[src/rtl/pipe_stage_reg.sv]
// rtl/pipe_stage_reg.sv - elastic pipeline register between core pipeline stages
//
// Carries a control field and a data payload across a stage boundary with a
// valid/ready handshake, a synchronous flush, and a saturating stall counter.
// Control bits read as zero whenever no valid entry is held, so the next stage
// always sees a clean bubble.
//
// Build option: define PIPE_STAGE_SKID_EN for a two-entry skid buffer with a
// registered in_ready. Left undefined, the stage holds a single entry and
// in_ready is combinational from out_ready.
//
// Parameters:
//   CTRL_W     width of the control field
//   DATA_W     width of the data payload
//   CNT_W      width of the stall counter
// Ports:
//   clock      rising-edge clock
//   reset      synchronous, active-high reset
//   flush      discard all held and incoming entries this cycle
//   in_valid   upstream entry present
//   in_ready   stage can accept an entry this cycle
//   in_ctrl    upstream control field
//   in_data    upstream data payload
//   out_valid  entry presented downstream (flop output)
//   out_ready  downstream accepts entry
//   out_ctrl   control field, all zero while out_valid=0 (flop output)
//   out_data   data payload, holds last value while out_valid=0 (flop output)
//   stall_cnt  saturating count of cycles with out_valid=1 and out_ready=0

module pipe_stage_reg #(
    parameter int CTRL_W = 10,
    parameter int DATA_W = 271,
    parameter int CNT_W  = 16
) (
    input  logic              clock,
    input  logic              reset,
    input  logic              flush,
    input  logic              in_valid,
    output logic              in_ready,
    input  logic [CTRL_W-1:0] in_ctrl,
    input  logic [DATA_W-1:0] in_data,
    output logic              out_valid,
    input  logic              out_ready,
    output logic [CTRL_W-1:0] out_ctrl,
    output logic [DATA_W-1:0] out_data,
    output logic [CNT_W-1:0]  stall_cnt
);

    typedef enum logic [1:0] {
        ST_EMPTY = 2'd0,
        ST_ONE   = 2'd1,
        ST_TWO   = 2'd2
    } state_t;

    state_t            state_q,  state_d;
    logic              valid_q,  valid_d;
    logic [CTRL_W-1:0] ctrl_q,   ctrl_d;
    logic [DATA_W-1:0] data_q,   data_d;
    logic [CNT_W-1:0]  stall_q,  stall_d;

    logic accept;
    logic xfer;

    assign xfer   = valid_q && out_ready;
    assign accept = in_valid && in_ready;

    assign out_valid = valid_q;
    assign out_ctrl  = ctrl_q;
    assign out_data  = data_q;
    assign stall_cnt = stall_q;

    // Saturating stall counter; flush does not clear it, only reset does.
    always_comb begin
        stall_d = stall_q;
        if (valid_q && !out_ready && (stall_q != {CNT_W{1'b1}})) begin
            stall_d = stall_q + CNT_W'(1);
        end
    end

`ifdef PIPE_STAGE_SKID_EN

    logic              in_ready_q, in_ready_d;
    logic [CTRL_W-1:0] skid_ctrl_q, skid_ctrl_d;
    logic [DATA_W-1:0] skid_data_q, skid_data_d;

    // in_ready comes straight from a flop so no path exists from out_ready.
    assign in_ready = in_ready_q;

    always_comb begin
        state_d     = state_q;
        valid_d     = valid_q;
        ctrl_d      = ctrl_q;
        data_d      = data_q;
        skid_ctrl_d = skid_ctrl_q;
        skid_data_d = skid_data_q;

        if (flush) begin
            // Everything held or arriving this cycle is dropped; data keeps
            // its last value, only the control field is cleared.
            state_d = ST_EMPTY;
            valid_d = 1'b0;
            ctrl_d  = '0;
        end else begin
            case (state_q)
                ST_EMPTY: begin
                    if (accept) begin
                        state_d = ST_ONE;
                        valid_d = 1'b1;
                        ctrl_d  = in_ctrl;
                        data_d  = in_data;
                    end
                end
                ST_ONE: begin
                    if (xfer && accept) begin
                        ctrl_d = in_ctrl;
                        data_d = in_data;
                    end else if (xfer) begin
                        state_d = ST_EMPTY;
                        valid_d = 1'b0;
                        ctrl_d  = '0;
                    end else if (accept) begin
                        // Downstream stalled while we were still advertising
                        // ready: park the new entry behind the main one.
                        state_d     = ST_TWO;
                        skid_ctrl_d = in_ctrl;
                        skid_data_d = in_data;
                    end
                end
                ST_TWO: begin
                    // in_ready is low here, so nothing can be accepted.
                    if (xfer) begin
                        state_d = ST_ONE;
                        ctrl_d  = skid_ctrl_q;
                        data_d  = skid_data_q;
                    end
                end
                default: begin
                    state_d = ST_EMPTY;
                    valid_d = 1'b0;
                    ctrl_d  = '0;
                end
            endcase
        end

        in_ready_d = (state_d != ST_TWO);
    end

    always_ff @(posedge clock) begin
        if (reset) begin
            state_q     <= ST_EMPTY;
            valid_q     <= 1'b0;
            ctrl_q      <= '0;
            data_q      <= '0;
            skid_ctrl_q <= '0;
            skid_data_q <= '0;
            in_ready_q  <= 1'b1;
            stall_q     <= '0;
        end else begin
            state_q     <= state_d;
            valid_q     <= valid_d;
            ctrl_q      <= ctrl_d;
            data_q      <= data_d;
            skid_ctrl_q <= skid_ctrl_d;
            skid_data_q <= skid_data_d;
            in_ready_q  <= in_ready_d;
            stall_q     <= stall_d;
        end
    end

`else

    // Single entry: ready when empty or when the held entry leaves this cycle.
    assign in_ready = !valid_q || out_ready;

    always_comb begin
        state_d = state_q;
        valid_d = valid_q;
        ctrl_d  = ctrl_q;
        data_d  = data_q;

        if (flush) begin
            state_d = ST_EMPTY;
            valid_d = 1'b0;
            ctrl_d  = '0;
        end else begin
            case (state_q)
                ST_EMPTY: begin
                    if (accept) begin
                        state_d = ST_ONE;
                        valid_d = 1'b1;
                        ctrl_d  = in_ctrl;
                        data_d  = in_data;
                    end
                end
                ST_ONE: begin
                    // accept implies xfer here because in_ready needs out_ready.
                    if (xfer && accept) begin
                        ctrl_d = in_ctrl;
                        data_d = in_data;
                    end else if (xfer) begin
                        state_d = ST_EMPTY;
                        valid_d = 1'b0;
                        ctrl_d  = '0;
                    end
                end
                default: begin
                    state_d = ST_EMPTY;
                    valid_d = 1'b0;
                    ctrl_d  = '0;
                end
            endcase
        end
    end

    always_ff @(posedge clock) begin
        if (reset) begin
            state_q <= ST_EMPTY;
            valid_q <= 1'b0;
            ctrl_q  <= '0;
            data_q  <= '0;
            stall_q <= '0;
        end else begin
            state_q <= state_d;
            valid_q <= valid_d;
            ctrl_q  <= ctrl_d;
            data_q  <= data_d;
            stall_q <= stall_d;
        end
    end

`endif

endmodule
[config.mk]
export PLATFORM = sky130hd
export DESIGN_NAME = pipe_stage_reg
export DESIGN_NICKNAME = d
export VERILOG_FILES = /design/src/rtl/pipe_stage_reg.sv
export SDC_FILE = /design/constraint.sdc
export NUM_CORES = 1
export LEC_CHECK = 0
export ABC_AREA = 0
export BUFFER_PORTS_ARGS = -buffer_cell sky130_fd_sc_hd__clkbuf_2
export CORE_AREA = 2 2 231 233
export DETAILED_ROUTE_END_ITERATION = 16
export DIE_AREA = 0 0 233 235
export GPL_ROUTABILITY_DRIVEN = 0
export PLACE_DENSITY_LB_ADDON = 0.25
export REMOVE_ABC_BUFFERS = 1
export SETUP_SLACK_MARGIN = 0.1
export SLEW_MARGIN = 20
export SYNTH_ARGS = -nofsm -noshare
export SYNTH_HDL_FRONTEND = slang
export SYNTH_SLANG_ARGS = --single-unit
[constraint.sdc]
create_clock -name clock -period 1.5 [get_ports clock]
set_input_delay 0.15 -clock clock [delete_from_list [all_inputs] [get_ports clock]]
set_output_delay 0.15 -clock clock [all_outputs]
set_load 0.02 [all_outputs]
==> After elaboration in Yosys (flattened, before gate mapping) <==
Cells that the tools add are included.
W data, S select, Z words.
{ "totals": {"ff_bits": 300, "input_bits": 286, "out_inout_bits": 299, "word_cells": 43} }
{ "classes": {"n_addsub": 1, "n_eq_ne": 7, "muxes": 15, "n_bitwise": 1, "n_reduce_logical": 14} }
{ "ops": {"columns": ["cell", "count"], "rows": [
  ["$mux W271", 2],
  ["$pmux W271 S2", 1],
  ["$mux W10", 3],
  ["$pmux W10 S2", 1],
  ["$add A16 B1 Y16 const B", 1],
  ["$ne A16 B16 Y1 const B", 1],
  ["$ne A2 B2 Y1 const B", 4],
  ["$mux W2", 3],
  ["$logic_and A1 B1 Y1", 5],
  ["$pmux W2 S2", 1],
  ["$reduce_and A4 Y1", 1],
  ["$mux W1", 3],
  ["$ne A3 B3 Y1 const B", 1],
  ["$reduce_and A3 Y1", 1],
  ["$eq A2 B1 Y1 const B", 1],
  ["$logic_not A1 Y1", 2],
  ["$logic_not A2 Y1", 1],
  ["$pmux W1 S2", 1],
  ["$reduce_and A2 Y1", 1],
  ["$reduce_bool A2 Y1", 1],
  ["$reduce_or A2 Y1", 1],
  ["$logic_or A1 B1 Y1", 1],
  ["$not A1 Y1", 1]
]} }

==> Logic depth before layout (Yosys ltp) <==
Gate-level depths: netlist of run 1.
{ "logic_depth": {"depth_word": 6, "mapped_depth": 8, "depth_no_buf": 5} }

==> Worst setup path after synthesis of run 1 <==
No wires, ideal clock.
{ "synth_timing": {"kind": "reg-to-reg", "from": "reg stall_q[0], in the netlist stall_cnt[0]", "to": "reg stall_q[13], in the netlist stall_cnt[13]", "setup_time_ns": 0.121, "t_arrival_ns": 1.587, "required_time_ns": 1.379, "path_slack_ns": -0.208, "stages_incl_launch_ff": 6, "n_path_buf": 0, "period_less_slack_ns": 1.708, "path_cell_list": "dfxtp_1 ha_1 nand3_1 nor4_4 nor3_2 mux2_4"} }
{ "synth_via": {"elab_chain_cells": 2, "elab_cells_between_ends": 3, "cone_classes": "add/sub: 1; eq/ne: 1; reduce/logical: 1"} }
{ "synth_lines": {"columns": ["element", "line_no", "text"], "rows": [
  ["from (decl)", "59", "logic [CNT_W-1:0] stall_q, stall_d;"],
  ["from (signal assigned)", "227", "stall_q <= stall_d;"],
  ["branches (longest 2 deep; another with $add A16 B1 Y16)", null, null]
]} }
Several ways; the timed one is not identified.
A chain may end at the register's enable or synchronous reset.

==> Worst setup path after layout of run 1 <==
{ "layout_timing": {"from": "reg valid_q, in the netlist out_valid", "to": "reg data_q[178], in the netlist out_data[178]"} }
{ "layout_via": {"elab_chain_cells": 6, "elab_cells_between_ends": 8, "cone_classes": "eq/ne: 2; reduce/logical: 6"} }
{ "layout_lines": {"columns": ["element", "line_no", "text"], "rows": [
  ["from (decl)", "56", "logic valid_q, valid_d;"],
  ["from (signal assigned)", "224", "valid_q <= valid_d;"],
  ["$logic_not A1 Y1", "173", "assign in_ready = !valid_q || out_ready;"],
  ["$logic_or A1 B1 Y1", "173", null],
  ["$logic_and A1 B1 Y1", "65", "assign accept = in_valid && in_ready;"],
  ["$logic_and A1 B1 Y1", "197", "if (xfer && accept) begin"],
  ["$ne A2 B2 Y1 (no source line)", null, null],
  ["$reduce_and A4 Y1 (no source line) *", null, null],
  ["to (signal assigned)", "226", "data_q <= data_d;"],
  ["to (decl)", "58", "logic [DATA_W-1:0] data_q, data_d;"]
]} }
Every way passes the cells marked *; elsewhere a longest branch is shown, timed or not.

==> flow_metrics.tcl, run 1 <==
set metrics [dict create \
    die_height_um 235 \
    nets 2561 \
    yosysMostFrequentCell "nand2_1" \
    drive_gt1_frac 0.464 \
    worst_pin_slew_ns 0.497 \
    fp.dieW_um 233 \
    row_count 84 \
    clock_sinks 298 \
    outcome "finished with violations" \
    fmax_mhz 619 \
    grt_max_degree 56 \
    rsz0062_at_grt "yes" \
    clock_latency_ns 0.53 \
    synth_area_leaders "dfxtp_1 (55%), nand2_1 (19%), a21oi_1 (13%), buf_2 (1.5%), buf_4 (1.5%)" \
    dr.pass1.iters 7 \
    route.met2.wl_um 24300 \
    power_mw 21.0 \
    setup_viol 235 \
    ys.flop_type "dfxtp_1" \
    cts_buffer_depth 3 \
    drt-initial-drc-count 456 \
    period_needed_ns 1.62 \
    cpMostUsedCell "buf_12" \
    synth_edf_count 0 \
    final_antenna_net_count 0 \
    relSlewSlack 0.668 \
    start_kind "register" \
    clk_pin_slew_ns 0.06 \
    synth_top_cell_by_area "dfxtp_1" \
    clockRootBuffer "clkbuf_16" \
    yosysWarnings 0 \
    ctsHtreeMaxLevel 2 \
    crit_type "reg2reg" \
    wl_um 47900 \
    min_period_over_period 1.08 \
    synth_cell_types 43 \
    dp.cells 2599 \
    violations "setup timing" \
    p_leak_nw 9.37 \
    synthTopCellsByCount "nand2_1 (546), dfxtp_1 (298), a21oi_1 (284), clkbuf_1 (40), buf_2 (33)" \
    synthArstFlopShare 0 \
    avgViaCountPerCell 4.33 \
    syn_avg_cell_area_um2 8.07 \
    synthCells 1336 \
    slowest_delay_ns 0.32 \
    seq_area_frac_synth 0.553 \
    skew_ns 0.0123 \
    core_mm2 0.0522 \
    dr.max_layer_used "met5" \
    ys_ff_latch 298 \
    vias 12900 \
    drc_errors 0 \
    io_pins 585 \
    crit_chain "nor2b_4 -> inv_2 -> nand3b_1 -> buf_12 -> buf_12 -> buf_12 -> clkbuf_16 -> nand2_1 -> a21oi_1" \
    antenna_found_initial 1 \
    crit_buf_inv 5 \
    crit_path_end_kind "register" \
    grtUsageTotal 0.156 \
    crit_slowest_cell "dfxtp_2" \
    initial_core_util 0.206 \
    min_path_type "in2reg" \
    dpl.hpwl_um 29700 \
    crit_path_max_fanout 8 \
    num-fill-cells 5088 \
    antenna_cells 0 \
    maxCapViolations 0 \
    cts_tree "yes" \
    tns_ns -10.08 \
    dp_slack_ns -0.142 \
    stdcell_count 2987 \
    port-buffer-count 584 \
    worstPathRequired_ns 1.96 \
    drt-wirelength-per-cell_um 16.0 \
    cp.arrival_ns 2.08 \
    path_delay_family "buffers and inverters" \
    syn2layout_area_growth_pct 98.2 \
    grt_first_pass_wirelength_um 68000 \
    ir_drop_mv 0.680 \
    grt_pass1_vias 12900 \
    wl_met1_um 18400 \
    hold_violations 0 \
    wl_met3_um 3180 \
    slew_violations 0 \
    synth_top_cell_area_share 0.553 \
    synth_area_mm2 0.0108 \
    final.setup.worst_slack_ns -0.116 \
    p_per_area_mw_per_mm2 981 \
    hold_ws_ns 0.137 \
    die_area_mm2 0.0548 \
    cts_made_buffers 36 \
    grt-ovfl-total 0 \
]
## report_power, final
part           internal, mW  switching, mW  leakage [nW]
logic                  1.80           1.86          6.36
registers              8.27          0.254          2.44
clock network          5.36           3.42         0.577
## registers in the layout (all words and copies together) (netlist names)
name and cells:
stall_cnt 16, out_valid 1, out_ctrl 10, out_data 271
## cell families after synthesis
family / count (synthesis) / share of synthesized area
buffers and inverters: 102 / 0.0479
adder cells (fa/ha/maj): 1 / 0.00116
flip-flops: 298 / 0.553
multiplexers: 12 / 0.0117
AND/OR/NAND/NOR: 604 / 0.232
AO/OA/AOI/OAI: 318 / 0.153
XOR/XNOR: 1 / 0.000812
## worst reg2reg max path: stages (launching register included)
cell       delay (ns)
dfxtp_2          0.32
nor2b_4          0.22
inv_2            0.06
nand3b_1         0.13
buf_12           0.17
buf_12           0.16
buf_12           0.15
clkbuf_16        0.15
nand2_1          0.06
a21oi_1          0.13
## area by class of cell
class	instances	area [µm²]	area share
Multi-Input combinational cell	936	5560	0.260
Inverter	2	7.51	0.000351
Clock buffer	58	1100	0.0517
Clock inverter	5	77.6	0.00363
Timing Repair Buffer	1000	7790	0.364
Tap cell	688	861	0.0403
Sequential cell	298	5970	0.279
## per-stage QoR
step | util | area [µm²]
2_1_floorplan | - | 10300
3_3_place_gp | 0.287 | 15000
3_5_place_dp | 0.287 | 15000
4_1_cts | 0.382 | 20000
5_1_grt | 0.409 | 21400
6_report | 0.409 | 21400
## layout by cell type, fill, tap and decap left out, types with 10 or more instances in the layout
master	count
buf_12	25
dfxtp_1	292
nand2_2	52
clkbuf_8	11
o21ai_0	16
buf_6	10
clkbuf_16	47
buf_8	10
clkbuf_1	11
nand2_4	71
mux2i_1	10
a21oi_2	144
nand2_1	424
dlygate4sd3_1	282
a21oi_1	140
a32oi_1	10
and2_1	10
buf_4	59
buf_16	20
clkbuf_2	582
## path summary, 6_finish.rpt
check,start,cells past startpoint,slack [ns],endpoint
setup / recovery,out_valid,9,-0.12,out_data[178]
hold / removal,flush,4,0.14,out_valid
setup reg to reg,out_valid,9,-0.12,out_data[178]
hold reg to reg,out_data[19],2,0.45,out_data[19]
## per-layer routing
layer,GRT usage,vias up
met5,0,-
met4,0.0695,2
met3,0.0422,127
met2,0.281,470
met1,0.168,6049
li1,-,6272
## what timing repair did
| item | CTS | global route |
|---|---|---|
| pin swaps | 118 | 163 |
| gates resized for setup | 116 | 314 |
| cloned | 14 | 10 |
| hold endpoints to repair | 288 | 0 |
| setup buffers | 16 | 4 |
| setup endpoints to repair | 299 | 301 |
| hold buffers | 282 | 0 |
No activity file was read; power rests on OpenSTA's default activity.
==> inputs of run 2 (changes only) <==
--- a/config.mk
+++ b/config.mk
@@ -11,7 +11,7 @@
 export DETAILED_ROUTE_END_ITERATION = 16
 export DIE_AREA = 0 0 233 235
 export GPL_ROUTABILITY_DRIVEN = 0
-export PLACE_DENSITY_LB_ADDON = 0.25
+export PLACE_DENSITY = 0.43
 export REMOVE_ABC_BUFFERS = 1
 export SETUP_SLACK_MARGIN = 0.1
 export SLEW_MARGIN = 20
==> run 2 against run 1 <==
The flow still finishes with violations (setup timing). Sequential power decreased by 0.7%. Count of clock-buffer cells in the layout down 1. Hold slack worse by 0.020 ns. Sequential share of layout area grew 0.33 points. Die area unchanged. Register-to-register slack gained 0.05 ns. First-iteration DRC count shrank 21%. Maximum frequency increased by 3.0%. Cell count increased by 0.30%. Non-clock buffer count rose by 8. Core utilization down 0.32 points. Clock power shrank 5.0%. Largest power group is now registers. Highest routed layer is now met4.
==> flow_metrics.tcl, run 2 (synthesized netlist as in run 1, its figures left out) <==
set metrics [dict create \
    outcome "finished with violations" \
    violations "setup timing" \
    clk_pin_slew_ns 0.06 \
    final_antenna_net_count 0 \
    reg2regPathDepth 8 \
    startpoint "out_valid" \
    dr.pass1.iters 4 \
    skew_ns 0.00918 \
    clockPowerShare 0.408 \
    p_comb_frac 0.178 \
    p_int_mw 15.0 \
    worstPathRequired_ns 1.96 \
    multi_input_area_mm2 0.00529 \
    period_needed_ns 1.57 \
    endpoint "out_data[213]" \
    fmax_mhz 637 \
    rrSetupSlack_ns -0.07 \
    wl_um 46800 \
    io_pins 585 \
    setup_viol 157 \
    crit_path_end_kind "register" \
    dpl.hpwl_um 30400 \
    worst_pin_slew_ns 0.311 \
    clock_sinks 298 \
    relSlewSlack 0.791 \
    final.setup.worst_slack_ns -0.0689 \
    rsz0062_at_grt "yes" \
    holdPathStages 4 \
    seq_area_mm2 0.00600 \
    syn2layout_area_growth_pct 96.7 \
    ir_drop_mv 0.727 \
    crit_type "reg2reg" \
    timing.rr.start "out_valid" \
    fp.dieW_um 233 \
    power.switching_mw 5.46 \
    r2r-end "out_data[213]" \
    drive_gt1_frac 0.445 \
    crit_path_max_fanout 20 \
    fin_util 0.406 \
    grtUsageTotal 0.151 \
    clockRootBuffer "clkbuf_16" \
    grt-ovfl-total 0 \
    drc_errors 0 \
    final_common_cell "clkbuf_2" \
    seqPwrFrac 0.414 \
    nets 2569 \
    p_leak_nw 9.40 \
    initial_core_util 0.206 \
    drt-wirelength-per-cell_um 15.6 \
    min_period_over_period 1.05 \
    avgViaCountPerCell 4.26 \
    start_kind "register" \
    largest_reg_flops 271 \
    drt-initial-drc-count 358 \
    cts_buffer_depth 3 \
    hold_violations 0 \
    slew_violations 0 \
    switching_share 0.267 \
    power_mw 20.5 \
    die_area_mm2 0.0548 \
    core_mm2 0.0522 \
    grt_pass1_vias 12300 \
    vias 12800 \
    die_height_um 235 \
    grt_max_degree 59 \
    cp.arrival_ns 2.03 \
    row_count 84 \
    final_cell_mix "clkbuf_2 (574), nand2_1 (447), dlygate4sd3_1 (282), dfxtp_1 (282), a21oi_1 (174)" \
    min_path_type "in2reg" \
    port-buffer-count 584 \
    maxCapViolations 0 \
    p_per_area_mw_per_mm2 965 \
    cts_made_buffers 36 \
    clock_latency_ns 0.54 \
    antenna_found_initial 1 \
    grt_first_pass_wirelength_um 66600 \
    ctsHtreeMaxLevel 2 \
    hold_ws_ns 0.117 \
    cts_tree "yes" \
    num-fill-cells 5216 \
]
## run 2: cell count changes in the layout (fill, tap and decap cells not counted), sizes merged
cell,change
bufbuf,-1
buf,+12
inv,+2
clkbuf,-4
diode,+1
bufinv,-2
clkinv,+1
## run 2: worst min-delay path by stage
| stage | startpoint | end | slack [ns] |
|---|---|---|---|
| floorplan | reset | out_data[0] | 0.22 |
| finish | flush | out_valid | 0.12 |
| global placement | in_data[1] | out_data[1] | 0.37 |
| global route | flush | out_valid | 0.11 |
| CTS | flush | out_valid | 0.08 |
| detailed placement | in_data[119] | out_data[119] | 0.38 |
## run 2: repair_timing
| item | 4_1_cts | 5_1_grt |
|---|---|---|
| buffers inserted | 12 | 11 |
| gates cloned | 11 | 16 |
| pin swaps | 82 | 119 |
| setup endpoints to repair | 299 | 302 |
| endpoints found under the hold margin | 287 | 0 |
| hold buffers | 282 | 0 |
| gates resized for setup | 99 | 290 |
## run 2: final cells by class
type	count	area share
clock inverter	6	0.00189
tap	688	0.0406
inverter	2	0.000354
multi-input combinational	936	0.249
antenna	1	0.000118
timing repair buffer	1008	0.374
sequential	298	0.283
clock buffer	57	0.0510
## run 2: worst max-delay path, stage by stage, from the launching register on
cell and delay, ns:
dfxtp_2 0.32, nor2b_4 0.21, inv_2 0.06, nand3b_1 0.13, buf_12 0.16, buf_16 0.18, buf_12 0.18, nand2_1 0.08
a21oi_2 0.15
## run 2: metal layers
layer  wire [µm]  global-route usage  vias up  share of wire
met3        3000              0.0399      100          0.064
li1            -                   -     6300              -
met5           0                   0        -              0
met2       23400               0.267      413           0.50
met4        1630              0.0585        0          0.035
met1       18800               0.173     5960           0.40
## run 2: power by group through the flow
| stage | combinational, mW | clock (mW) | sequential, mW |
|---|---|---|---|
| after floorplan | 0.771 | 0 | 9.04 |
| after global routing | 3.89 | 9.00 | 8.51 |
| after detailed placement | 2.36 | 0 | 8.62 |
| final | 3.64 | 8.34 | 8.47 |
| after global placement | 2.35 | 0 | 8.61 |
| after CTS | 3.23 | 8.67 | 8.46 |
## run 2: per-stage QoR
step | setup slack, ns | TNS, ns | instance area (µm²) | std cells
2_1_floorplan | -13.83 | -3750.07 | 10300 | 1236
3_3_place_gp | -0.156 | -16.94 | 15000 | 2601
3_5_place_dp | -0.165 | -14.00 | 15000 | 2601
4_1_cts | -0.0661 | -3.61 | 19700 | 2969
5_1_grt | -0.151 | -24.70 | 21200 | 2996
6_report | -0.0689 | -3.24 | 21200 | 2996
==> inputs of run 3 (changes only) <==
--- a/config.mk
+++ b/config.mk
@@ -14,6 +14,7 @@
 export PLACE_DENSITY = 0.43
 export REMOVE_ABC_BUFFERS = 1
 export SETUP_SLACK_MARGIN = 0.1
+export SKIP_LAST_GASP = 1
 export SLEW_MARGIN = 20
 export SYNTH_ARGS = -nofsm -noshare
 export SYNTH_HDL_FRONTEND = slang
==> run 3 against run 2 <==
The run still ends with setup timing left. Wire length fell by 2.0%. Non-clock buffer count fell by 6. Clock power barely moved. Power fell by 1.2%. Count of clock-buffer cells in the layout did not move. First-iteration DRC count rose by 18%. Cell area fell by 4.6%. Die area did not move. Maximum frequency fell by 0.30%. Global-route usage did not move. Sequential power barely moved. Flip-flop and latch count did not move. Critical path type unchanged. Critical endpoint is now out_data[261]. Largest power group unchanged. Highest routed layer unchanged.
==> flow_metrics.tcl, run 3 (synthesized netlist as in run 1, its figures left out) <==
set metrics [dict create \
    final_area_mm2 0.0202 \
    port-buffer-count 584 \
    crit_type "reg2reg" \
    crit_path_end_kind "register" \
    die_height_um 235 \
    r2r-end "out_data[261]" \
    grtUsageTotal 0.151 \
    clock_latency_ns 0.53 \
    io_pins 585 \
    relSlewSlack 0.796 \
    core_mm2 0.0522 \
    min_to "out_valid" \
    num-fill-cells 5317 \
    wl_um 45900 \
    reg2regPathDepth 8 \
    vias 12600 \
    cts_tree "yes" \
    fin_util 0.387 \
    hp-start "flush" \
    drive_gt1_frac 0.365 \
    cp.arrival_ns 2.02 \
    holdPathStages 4 \
    rrSetupSlack_ns -0.07 \
    min_path_type "in2reg" \
    final_antenna_net_count 0 \
    cts_made_buffers 36 \
    dpl.hpwl_um 30400 \
    power_mw 20.2 \
    placed_cell_area_mm2 0.0150 \
    outcome "finished with violations" \
    initial_core_util 0.206 \
    clockRootBuffer "clkbuf_16" \
    die_area_mm2 0.0548 \
    dp_slack_ns -0.165 \
    period_needed_ns 1.57 \
    slew_violations 0 \
    ctsHtreeMaxLevel 2 \
    grt-ovfl-total 0 \
    worstPathRequired_ns 1.95 \
    syn2layout_area_growth_pct 87.7 \
    p_leak_nw 9.01 \
    drc_errors 0 \
    clock_sinks 298 \
    drt-initial-drc-count 424 \
    row_count 84 \
    min_period_over_period 1.05 \
    dr.pass1.iters 5 \
    fmax_mhz 635 \
    stdcell_count 2990 \
    avgViaCountPerCell 4.23 \
    clk_pin_slew_ns 0.06 \
    final_cell_mix "clkbuf_2 (582), nand2_1 (525), dfxtp_1 (292), dlygate4sd3_1 (282), a21oi_1 (263)" \
    hold_violations 0 \
    final.setup.worst_slack_ns -0.0736 \
    hold_ws_ns 0.119 \
    crit_path_max_fanout 10 \
    p_per_area_mw_per_mm2 998 \
    tns_ns -5.07 \
    final_common_cell "clkbuf_2" \
    fp.dieW_um 233 \
    skew_ns 0.00963 \
    timing.rr.start "out_valid" \
    ir_drop_mv 0.735 \
    grt_pass1_vias 12300 \
    drt-wirelength-per-cell_um 15.4 \
    grt_first_pass_wirelength_um 66500 \
    antenna_found_initial 1 \
    start_kind "register" \
    largest_reg_flops 271 \
    grt_max_degree 59 \
    rsz0062_at_grt "yes" \
    setup_viol 181 \
    nets 2563 \
    dp.cells 2601 \
    maxCapViolations 0 \
    worst_pin_slew_ns 0.304 \
    cts_buffer_depth 3 \
    violations "setup timing" \
]
[run 3: how the worst max path moves through the flow]
stage,start,endpoint,slack (ns),cells after the start
floorplan,out_valid,out_data[0],-13.83,4
global placement,stall_cnt[1],stall_cnt[13],-0.16,5
detailed placement,stall_cnt[0],stall_cnt[13],-0.17,5
CTS,out_valid,in_ready,-0.07,4
global route,out_valid,out_data[180],-0.15,7
finish,out_valid,out_data[261],-0.07,8
[run 3: report_power, final]
| part | internal [mW] | switching [mW] | total [mW] | leakage (nW) |
|---|---|---|---|---|
| sequential | 8.27 | 0.191 | 8.46 | 2.44 |
| clock | 4.94 | 3.41 | 8.35 | 0.549 |
| combinational | 1.68 | 1.71 | 3.38 | 6.02 |
[run 3: cell type report]
class                           instances  area, µm²  area share
Antenna cell                            1       2.50    0.000124
Clock inverter                          6       40.0     0.00198
Multi-Input combinational cell        936       4510       0.223
Timing Repair Buffer                 1002       7750       0.383
Inverter                                2       7.51    0.000371
Sequential cell                       298       5980       0.295
Tap cell                              688        861      0.0425
Clock buffer                           57       1080      0.0534
[run 3: routing by layer]
metal  routed length (µm)  vias up  GRT usage
li1                     -     6289          -
met1                18600     5830      0.174
met2                23000      440      0.268
met4                 1370        0     0.0564
met5                    0        -          0
met3                 2990       88     0.0392
[run 3: repair_timing]
item,4_1_cts,5_1_grt
hold endpoints to repair,287,0
hold buffers,282,0
setup endpoints to repair,299,302
resized for setup,88,45
pin swaps,33,8
cloned,11,17
buffers inserted,12,6
[run 3: worst max-delay path, stage by stage, from the launching register on]
cell and delay (ns):
dfxtp_2 0.32, nor2b_4 0.21, inv_2 0.06, nand3b_1 0.13, buf_12 0.18, buf_16 0.19, clkbuf_16 0.19, nand2_1 0.05
a21oi_1 0.14
